==> config.mk <==
export PLATFORM = sky130hd
export DESIGN_NAME = pc_gen_flat
export DESIGN_NICKNAME = d
export VERILOG_FILES = /design/src/rtl/pc_gen_if.sv /design/src/rtl/pc_gen.sv /design/src/flat_wrapper.sv
export SDC_FILE = /design/constraint.sdc
export NUM_CORES = 1
export LEC_CHECK = 0
export CORE_ASPECT_RATIO = 0.6
export CORE_UTILIZATION = 47
export CTS_CLUSTER_DIAMETER = 60
export DETAILED_ROUTE_END_ITERATION = 8
export PLACE_DENSITY = 0.86
export SYNTH_ARGS = -nofsm -noshare
export SYNTH_HDL_FRONTEND = slang
export SYNTH_SLANG_ARGS = --single-unit
==> constraint.sdc <==
create_clock -name clk -period 3.8 [get_ports clk]
set_clock_uncertainty 0.15 [all_clocks]
set_input_delay 0.57 -clock clk [delete_from_list [all_inputs] [get_ports clk]]
set_output_delay 0.57 -clock clk [all_outputs]
set_load 0.005 [all_outputs]
==> src/rtl/pc_gen_if.sv <==
// Fetch-side bundle for pc_gen: redirect/trap requests in, fetch PC and status out.
// The master modport is the PC generator; the slave modport is its environment.
interface pc_gen_if #(
    parameter int unsigned ADDR_WIDTH = 32,
    parameter int unsigned CNT_WIDTH  = 16
);
    logic                  stall;
    logic                  fetch_ready;
    logic                  redirect_valid;
    logic [ADDR_WIDTH-1:0] redirect_target;
    logic                  trap_valid;
    logic [ADDR_WIDTH-1:0] trap_vector;
    logic [ADDR_WIDTH-1:0] pc_out;
    logic                  pc_valid;
    logic                  misaligned;
    logic [ADDR_WIDTH-1:0] fault_addr;
    logic [CNT_WIDTH-1:0]  redirect_count;

    modport master (
        input  stall,
        input  fetch_ready,
        input  redirect_valid,
        input  redirect_target,
        input  trap_valid,
        input  trap_vector,
        output pc_out,
        output pc_valid,
        output misaligned,
        output fault_addr,
        output redirect_count
    );

    modport slave (
        output stall,
        output fetch_ready,
        output redirect_valid,
        output redirect_target,
        output trap_valid,
        output trap_vector,
        input  pc_out,
        input  pc_valid,
        input  misaligned,
        input  fault_addr,
        input  redirect_count
    );
endinterface

==> src/rtl/pc_gen.sv <==
// IF-stage program counter: trap > redirect > sequential > hold, with a FAULT park
// on misaligned redirect targets and a saturating count of accepted redirects.
module pc_gen #(
    parameter int unsigned            ADDR_WIDTH   = 32,
    parameter logic [ADDR_WIDTH-1:0]  RESET_VECTOR = '0,
    parameter int unsigned            INC_BYTES    = 4,
    parameter int unsigned            CNT_WIDTH    = 16
) (
    input  logic      clk,
    input  logic      rst,
    pc_gen_if.master  bus
);
    localparam logic [1:0] ST_BOOT  = 2'd0;
    localparam logic [1:0] ST_RUN   = 2'd1;
    localparam logic [1:0] ST_FAULT = 2'd2;

    // Low address bits that must be zero for an INC_BYTES-aligned target.
    localparam logic [ADDR_WIDTH-1:0] LOW_MASK = ADDR_WIDTH'(INC_BYTES - 1);
    localparam logic [ADDR_WIDTH-1:0] INC      = ADDR_WIDTH'(INC_BYTES);

    logic [1:0]            state_q, state_d;
    logic [ADDR_WIDTH-1:0] pc_q, pc_d;
    logic                  valid_q, valid_d;
    logic                  mis_q, mis_d;
    logic [ADDR_WIDTH-1:0] fault_q, fault_d;
    logic [CNT_WIDTH-1:0]  cnt_q, cnt_d;

    logic [ADDR_WIDTH-1:0] trap_aligned;
    logic                  target_misaligned;
    logic                  advance;

    always_comb begin
        trap_aligned      = bus.trap_vector & ~LOW_MASK;
        target_misaligned = |(bus.redirect_target & LOW_MASK);
        advance           = valid_q && bus.fetch_ready && !bus.stall;
    end

    always_comb begin
        state_d = state_q;
        pc_d    = pc_q;
        valid_d = valid_q;
        mis_d   = 1'b0;
        fault_d = fault_q;
        cnt_d   = cnt_q;

        case (state_q)
            ST_BOOT: begin
                state_d = ST_RUN;
                valid_d = 1'b1;
            end
            ST_RUN: begin
                if (bus.trap_valid) begin
                    pc_d    = trap_aligned;
                    valid_d = 1'b1;
                end else if (bus.redirect_valid && !target_misaligned) begin
                    pc_d    = bus.redirect_target;
                    valid_d = 1'b1;
                    if (cnt_q != '1) begin
                        cnt_d = cnt_q + CNT_WIDTH'(1);
                    end
                end else if (bus.redirect_valid) begin
                    state_d = ST_FAULT;
                    valid_d = 1'b0;
                    fault_d = bus.redirect_target;
                    mis_d   = 1'b1;
                end else if (advance) begin
                    pc_d = pc_q + INC;
                end
            end
            ST_FAULT: begin
                valid_d = 1'b0;
                if (bus.trap_valid) begin
                    state_d = ST_RUN;
                    pc_d    = trap_aligned;
                    valid_d = 1'b1;
                end
            end
            default: begin
                // Unused encoding: recover through BOOT with fetch withheld.
                state_d = ST_BOOT;
                valid_d = 1'b0;
            end
        endcase
    end

    always_ff @(posedge clk or posedge rst) begin
        if (rst) begin
            state_q <= ST_BOOT;
            pc_q    <= RESET_VECTOR;
            valid_q <= 1'b0;
            mis_q   <= 1'b0;
            fault_q <= '0;
            cnt_q   <= '0;
        end else begin
            state_q <= state_d;
            pc_q    <= pc_d;
            valid_q <= valid_d;
            mis_q   <= mis_d;
            fault_q <= fault_d;
            cnt_q   <= cnt_d;
        end
    end

    assign bus.pc_out         = pc_q;
    assign bus.pc_valid       = valid_q;
    assign bus.misaligned     = mis_q;
    assign bus.fault_addr     = fault_q;
    assign bus.redirect_count = cnt_q;
endmodule

==> src/flat_wrapper.sv <==
// flat-port wrapper written by rule: the top's interface ports become plain ports
module pc_gen_flat 
#(
    parameter int unsigned            ADDR_WIDTH   = 32,
    parameter logic [ADDR_WIDTH-1:0]  RESET_VECTOR = '0,
    parameter int unsigned            INC_BYTES    = 4,
    parameter int unsigned            CNT_WIDTH    = 16
)
  (clk, rst, bus_stall, bus_fetch_ready, bus_redirect_valid, bus_redirect_target, bus_trap_valid, bus_trap_vector, bus_pc_out, bus_pc_valid, bus_misaligned, bus_fault_addr, bus_redirect_count);
  pc_gen_if #(.ADDR_WIDTH(ADDR_WIDTH), .CNT_WIDTH(CNT_WIDTH)) bus_i ();
  input  logic clk;
  input  logic rst;
  input wire logic [$bits(bus_i.stall)-1:0] bus_stall;
  input wire logic [$bits(bus_i.fetch_ready)-1:0] bus_fetch_ready;
  input wire logic [$bits(bus_i.redirect_valid)-1:0] bus_redirect_valid;
  input wire logic [$bits(bus_i.redirect_target)-1:0] bus_redirect_target;
  input wire logic [$bits(bus_i.trap_valid)-1:0] bus_trap_valid;
  input wire logic [$bits(bus_i.trap_vector)-1:0] bus_trap_vector;
  output wire logic [$bits(bus_i.pc_out)-1:0] bus_pc_out;
  output wire logic [$bits(bus_i.pc_valid)-1:0] bus_pc_valid;
  output wire logic [$bits(bus_i.misaligned)-1:0] bus_misaligned;
  output wire logic [$bits(bus_i.fault_addr)-1:0] bus_fault_addr;
  output wire logic [$bits(bus_i.redirect_count)-1:0] bus_redirect_count;
  assign bus_i.stall = bus_stall;
  assign bus_i.fetch_ready = bus_fetch_ready;
  assign bus_i.redirect_valid = bus_redirect_valid;
  assign bus_i.redirect_target = bus_redirect_target;
  assign bus_i.trap_valid = bus_trap_valid;
  assign bus_i.trap_vector = bus_trap_vector;
  assign bus_pc_out = bus_i.pc_out;
  assign bus_pc_valid = bus_i.pc_valid;
  assign bus_misaligned = bus_i.misaligned;
  assign bus_fault_addr = bus_i.fault_addr;
  assign bus_redirect_count = bus_i.redirect_count;
  pc_gen #(.ADDR_WIDTH(ADDR_WIDTH), .RESET_VECTOR(RESET_VECTOR), .INC_BYTES(INC_BYTES), .CNT_WIDTH(CNT_WIDTH)) u_core (.clk(clk), .rst(rst), .bus(bus_i));
endmodule
======== Word level (Yosys, flattened, before mapping) ========
Cells that the tools add are included.
word-level totals
  register bits ........................... 84
  output and inout bits ................... 82
operators by class
  multiplexer cells ....................... 20
  bitwise logic cells ..................... 2
  add/sub/neg operators ................... 2
  reductions and logical operators ........ 12
  equality and inequality tests ........... 10
operators with widths
  cell                   number
  $mux 32                5
  $pmux 32 s2            1
  $add 32x3->32 const B  1
  $add 16x1->16 const B  1
  $ne 16x16->1 const B   1
  $reduce_and 4->1       4
  $mux 1                 8
  $mux 2                 4
  $ne 2x2->1 const B     4
  $ne 4x3->1 const B     2
  $pmux 2 s3             1
  $ne 4x2->1 const B     1
  $logic_and 1x1->1      3
  $pmux 1 s3             1
  $eq 2x1->1 const B     1
  $eq 2x2->1 const B     1
  $logic_not 1->1        2
  $logic_not 2->1        1
  $not 1->1              2
  $reduce_bool 2->1      1
  $reduce_or 2->1        1

======== Longest topological paths before layout ========
Gate-level depths: netlist (run 1).
  depth in word-level cells ............... 7
  gate-level depth with buffers ........... 11
  depth with buffers taken out ............ 7

======== Least setup slack after synthesis (run 1) ========
Ideal clock, no wire load.
  path type ............................... register to register
  start ................................... register u_core.state_q[0]
  end ..................................... register u_core.pc_q[16], in the netlist u_core.bus.pc_out[16]
  slack ................................... 1,525 ps
  library setup time ...................... 133 ps
  data required time ...................... 3,517 ps
  stages on the path, launching flop included .. 11
  clock period less this slack ............ 2,275 ps
  data arrival time ....................... 1,992 ps
  cell sequence ........................... dfrtp_1 inv_1 ha_1 buf_6 or2_1 buf_2 and2_1 buf_2 buf_2 a2111oi_2 a21oi_1
on the way
  longest elaborated chain between the ends .. 3
  elaborated cells between the ends (all ways) .. 8
  those cells by class .................... 5 x eq/ne; 1 x mux; 2 x reduce/logical
ends and longest elaborated chain
  item                                                       RTL line      RTL
  from (decl)                                                pc_gen.sv:21  logic [1:0] state_q, state_d;
  from (signal assigned)                                     pc_gen.sv:95  state_q <= state_d;
  $eq 2x1->1 / $eq 2x2->1 (equally long branches)            pc_gen.sv:46  case (state_q)
  $ne 4x2->1 (no source line), or another cell as far along  -
  $reduce_and 4->1 (no source line)                          -
  to (signal assigned)                                       pc_gen.sv:96  pc_q <= pc_d;
  to (decl)                                                  pc_gen.sv:22  logic [ADDR_WIDTH-1:0] pc_q, pc_d;
Parallel ways exist; a longest one is shown, timed or not.
A chain may end at the register's enable or synchronous reset.

======== Final worst setup path (run 1) ========
Ends and elaborated chain as after synthesis.

==> flow_metrics.tcl, run 1 <==
set metrics [dict create \
    final.min_clock_period_ns 2.86 \
    dr.first_iter.drc_count 407 \
    path_clk_slew_ns 0.06 \
    fp.coreArea_um2 9430 \
    num_antenna_cells 0 \
    cts-buffers-inserted 9 \
    rsz0062_at_grt "no" \
    postCtsHoldBufs 0 \
    synthCells 470 \
    grt_pass1_wl_um 22500 \
    clk_latency_ns 0.35 \
    rows 27 \
    cap_violations 0 \
    area_growth_pct 41.1 \
    placed_cell_area_um2 6320 \
    reg2regPathDepth 7 \
    wirelength_um 14300 \
    tightest_slew_ns 0.774 \
    cp-end-kind "flop" \
    drc 0 \
    syn_area_per_cell_um2 10.0 \
    slowest_delay_ns 0.55 \
    yosys_warnings 0 \
    antenna_found_initial 0 \
    synth_common_cells "dfrtp_1 (84), nand2_1 (37), mux2_2 (35), nor2_1 (35), a21oi_1 (31)" \
    fmax_mhz 350 \
    fill_cells 672 \
    slew_headroom_pct 47.9 \
    initial_core_util_pct 49.9 \
    hold_path.class "reg2reg" \
    grt_pass1_vias 4289 \
    hold-path-cell-count 1 \
    setup_viol 0 \
    yosysTopAreaCell "dfrtp_1" \
    setup_tns_ns 0 \
    port_buffers 149 \
    p_per_area_nw_per_um2 692 \
    dpl.hpwl_um 10400 \
    cts_tree "yes" \
    fp.dieH_um 79.5 \
    peakVddDrop_mv 0.346 \
    cp.required_ns 3.87 \
    synth_ff_type "dfrtp_1" \
    p_sw_mw 1.56 \
    power_frac_clock_pct 20.7 \
    yosysSeqAreaShare_pct 44.7 \
    crit_slowest_cell "or3b_1" \
    design_area_um2 6640 \
    clockBufferDepth 2 \
    hold_viol 0 \
    drive_above_1_share_pct 12.9 \
    maxSlewViolCount 0 \
    vias 4428 \
    post_drt_via_cell_ratio 5.90 \
    startpoint_type "flop" \
    synth-async-reset-ratio_pct 100 \
    power_frac_comb_pct 43.0 \
    ys_top_cells_by_area "dfrtp_1 (45%), mux2_2 (8.4%), xnor2_1 (4.1%)" \
    die_area_um2 10400 \
    cts.root.buffer_cell "clkbuf_16" \
    grt_max_degree 34 \
    ctsResizeCount 0 \
    power_mw 4.59 \
    outcome "finished clean" \
    cp.arrival_ns 2.93 \
    synth_edf_count 0 \
    cp_max_fo 22 \
    wire_per_inst_um 19.0 \
    firstDrtPassIters 6 \
    synth_nets 546 \
    p_leak_nw 2.62 \
    switching_share_pct 34.0 \
    detail-route-antenna-nets 0 \
    overflow 0 \
    path_cells "inv_1 > ha_1 > or3b_1 > a21o_1 > and3_1 > a2111oi_2 > a21oi_1" \
    yosysMostFrequentCell "dfrtp_1" \
    netlist.area_leader.share_pct 44.7 \
    min_period_over_period_pct 75.3 \
    cts_htree_levels 3 \
    post_cts_buffers 0 \
    cts_num_sinks 84 \
    ys_ff_latch 84 \
    p_int_mw 3.03 \
    synth_cell_types 66 \
    ios 152 \
    die_w_um 131 \
    seq_power_share_pct 36.3 \
    gp_congestion 0.885 \
    crit_type "reg2reg" \
    nets 692 \
    grt.total_usage_pct 27.9 \
    syn_area_um2 4700 \
]
cell families (layout without fill, tap and decap cells):
group | after synthesis | after routing | share of synthesized area, %
AOI/OAI and AO/OA | 112 | 112 | 16.1
xor gates and xnor gates | 30 | 30 | 5.59
adders and majority gates | 6 | 6 | 1.60
buffers and inverters | 32 | 183 | 3.38
DFF | 84 | 84 | 44.7
muxes | 39 | 39 | 9.23
and+or+nand+nor | 167 | 167 | 19.4
final cells by class:
| cell class | count | area [um2] | area share (%) |
|---|---|---|---|
| multi-input combinational | 354 | 2450 | 36.9 |
| sequential | 84 | 2100 | 31.7 |
| timing repair buffer | 160 | 1570 | 23.7 |
| clock buffer | 12 | 246 | 3.71 |
| tap | 130 | 163 | 2.45 |
| clock inverter | 4 | 72.6 | 1.09 |
| inverter | 7 | 27.5 | 0.415 |
placed cells by master (no fill, tap or decap), drive strengths merged, types with 4 or more instances in the layout:
| cell | count |
|---|---|
| ha | 6 |
| nand2 | 38 |
| mux2 | 35 |
| a21oi | 32 |
| nor2 | 36 |
| dfrtp | 84 |
| xor2 | 8 |
| nand4 | 16 |
| a22oi | 4 |
| clkdlybuf4s50 | 149 |
| o21ai | 32 |
| and4 | 7 |
| buf | 11 |
| nor3 | 13 |
| and2 | 6 |
| or2 | 4 |
| xnor2 | 22 |
| nor4 | 6 |
| and3 | 10 |
| a211oi | 6 |
| clkbuf | 12 |
| nand3 | 17 |
| inv | 6 |
| mux2i | 4 |
| a221oi | 6 |
metrics by stage:
step	utilization, %	worst slack (ns)	hold WS [ns]	cells
final	70.4	0.939	0.341	751
after global routing	70.4	0.744	0.365	751
after CTS	70.4	0.970	0.347	751
after detailed placement	67.0	0.656	0.323	735
after global placement	67.0	0.725	0.319	735
after floorplan	-	0.915	0.328	470
per-layer routing:
layer	share of wire, %	vias up	global-route usage, %
met2	43	261	42.4
met4	1.5	0	8.47
met3	11	25	9.08
li1	-	2032	-
met5	0	-	0
met1	44	2110	37.9
path summary, 6_finish.rpt:
path | slack, ns | from | endpoint
max | 0.94 | u_core.state_q[0] | u_core.bus.pc_out[16]
min | 0.34 | u_core.bus.pc_out[0] | u_core.bus.pc_out[0]
max reg2reg | 0.94 | u_core.state_q[0] | u_core.bus.pc_out[16]
min reg2reg | 0.34 | u_core.bus.pc_out[0] | u_core.bus.pc_out[0]
max in group asynchronous | 2.34 | rst | u_core.bus.fault_addr[5]
min in group asynchronous | 0.40 | rst | u_core.bus.pc_out[17]
sequential cells by signal (all words and copies together) (netlist names):
register,flops
u_core.bus.fault_addr,32
u_core.bus.pc_out,32
u_core.bus.redirect_count,16
u_core.state_q,2
u_core.bus.misaligned,1
u_core.bus.pc_valid,1
worst max-delay path: cells and delay by family (launching register included):
kind,cells,cell delay (ns)
simple gates,2,0.88
buf+inv,1,0.08
compound gates,3,0.89
fa+ha+maj,1,0.32
flops,1,0.41
power by group through the flow:
stage / clock network, mW / registers [mW] / logic [mW]
after floorplan: 0 / 1.60 / 0.957
final: 0.948 / 1.67 / 1.98
after global routing: 0.988 / 1.72 / 2.14
after global placement: 0 / 1.63 / 1.91
after detailed placement: 0 / 1.66 / 1.96
after CTS: 0.955 / 1.65 / 1.97
No activity file was read; power rests on OpenSTA's default activity.
==> run 2, diff against run 1 <==
Clock period 3.8 ns to 2.7 ns, I/O delays scaled along.
==> run 2 against run 1 <==
Against the previous run: non-clock buffer count rose by 16; count of clock-buffer cells in the layout did not move; cell count rose by 1.9%; first-iteration DRC count rose by 8.6%; design area rose by 2.0%; wire length rose by 3.5%; die area did not move; largest cell class unchanged.
==> flow_metrics.tcl, run 2 (synthesized netlist as in run 1, its figures left out) <==
set metrics [dict create \
    die_w_um 131 \
    hold_viol 0 \
    p_per_area_nw_per_um2 966 \
    fmax_mhz 383 \
    firstDrtPassIters 5 \
    crit_slowest_cell "or3b_1" \
    gp_congestion 0.886 \
    rsz0062_at_grt "no" \
    wire_per_inst_um 19.3 \
    grt_max_degree 85 \
    path_delay_family "simple AND/OR/NAND/NOR gates" \
    fin_cells 765 \
    post_drt_via_cell_ratio 5.96 \
    placed_cell_area_um2 6460 \
    fin_ws_ns 0.0898 \
    crit_buf_inv 2 \
    grt.total_usage_pct 29.4 \
    p_leak_nw 2.69 \
    path_depth 8 \
    fill_cells 674 \
    wirelength_um 14800 \
    layout_commonest_cell "clkdlybuf4s50_1" \
    setup_tns_ns 0 \
    ctsResizeCount 0 \
    drive_above_1_share_pct 14.8 \
    cp.arrival_ns 2.73 \
    cp.required_ns 2.82 \
    min_period_over_period_pct 96.7 \
    antenna_found_initial 0 \
    reg2regPathDepth 8 \
    cts.root.buffer_cell "clkbuf_16" \
    hold-path-cell-count 1 \
    post_cts_buffers 0 \
    crit_type "reg2reg" \
    postCtsHoldBufs 0 \
    cts-buffers-inserted 9 \
    dp_slack_ns 0.0860 \
    dpl.hpwl_um 10800 \
    maxSlewViolCount 0 \
    detail-route-antenna-nets 0 \
    cts_tree "yes" \
    setup_viol 0 \
    rows 27 \
    overflow 0 \
    cts_htree_levels 3 \
    outcome "finished clean" \
    layout_common_cells "clkdlybuf4s50_1 (149), dfrtp_1 (84), nand2_1 (37)" \
    cp-end-kind "flop" \
    port_buffers 149 \
    startpoint_type "flop" \
    drc 0 \
    initial_core_util_pct 49.9 \
    slowest_delay_ns 0.53 \
    grt_pass1_wl_um 23600 \
    ios 152 \
    area_growth_pct 43.9 \
    fp.coreArea_um2 9430 \
    tightest_slew_ns 0.593 \
    path_cells "inv_1 > ha_1 > or3b_1 > buf_4 > a21oi_4 > nand2_2 > or4_1 > nand3_1" \
    slew_headroom_pct 60.1 \
    design_area_um2 6770 \
    vias 4563 \
    cp_max_fo 10 \
    nets 708 \
    hold_path.class "reg2reg" \
    grt_pass1_vias 4443 \
    dp_cells 751 \
    num_antenna_cells 0 \
    path_clk_slew_ns 0.06 \
    cts_num_sinks 84 \
    fp.dieH_um 79.5 \
    final.min_clock_period_ns 2.61 \
    die_area_um2 10400 \
    dr.first_iter.drc_count 442 \
    cap_violations 0 \
    peakVddDrop_mv 0.557 \
    clk_latency_ns 0.34 \
    clockBufferDepth 2 \
]
## run 2: cell count changes in the layout (fill, tap and decap cells not counted)
cell / change
buf_4: +14
clkinv_2: -2
buf_12: +2
## run 2: worst paths after layout
| check | start | to | slack [ns] |
|---|---|---|---|
| worst max-delay path | u_core.state_q[0] | u_core.bus.pc_out[31] | 0.09 |
| worst max register to register | u_core.state_q[0] | u_core.bus.pc_out[31] | 0.09 |
| worst min register to register | u_core.bus.pc_out[1] | u_core.bus.pc_out[1] | 0.34 |
| worst min-delay path | u_core.bus.pc_out[1] | u_core.bus.pc_out[1] | 0.34 |
| min in group asynchronous | rst | u_core.bus.fault_addr[9] | 0.38 |
| max in group asynchronous | rst | u_core.bus.pc_out[16] | 1.62 |
## run 2: final cells by class
class / instances / area (um2) / share of cell area, %
Timing Repair Buffer: 176 / 1720 / 25.4
Clock buffer: 12 / 246 / 3.64
Sequential cell: 84 / 2100 / 31.0
Tap cell: 130 / 163 / 2.40
Inverter: 7 / 30.0 / 0.443
Clock inverter: 2 / 60.1 / 0.887
Multi-Input combinational cell: 354 / 2450 / 36.2
## run 2: report_power, final
group / internal, mW / total (mW) / switching, mW
clock: 0.826 / 1.31 / 0.480
sequential: 1.77 / 2.32 / 0.546
combinational: 1.74 / 2.92 / 1.18
## run 2: worst register-to-register path, cell delays in order, from the launching register on
cell,delay [ns]
dfrtp_1,0.40
inv_1,0.09
ha_1,0.32
or3b_1,0.53
buf_4,0.20
a21oi_4,0.14
nand2_2,0.12
or4_1,0.49
nand3_1,0.10
## run 2: through the flow
step / hold slack, ns / total power [mW] / utilization [%]
after global routing: 0.368 / 6.92 / 71.8
after detailed placement: 0.328 / 5.21 / 68.6
after CTS: 0.346 / 6.54 / 71.8
after floorplan: 0.328 / 3.60 / -
after global placement: 0.321 / 5.08 / 68.6
final: 0.341 / 6.54 / 71.8
## run 2: routing by layer
| metal | part of all wire (%) | global-route usage (%) | up-vias |
|---|---|---|---|
| li1 | - | - | 2067 |
| met1 | 46 | 40.8 | 2232 |
| met2 | 43 | 43.6 | 237 |
| met3 | 9.7 | 9.46 | 27 |
| met4 | 1.6 | 8.59 | 0 |
| met5 | 0 | 0 | - |
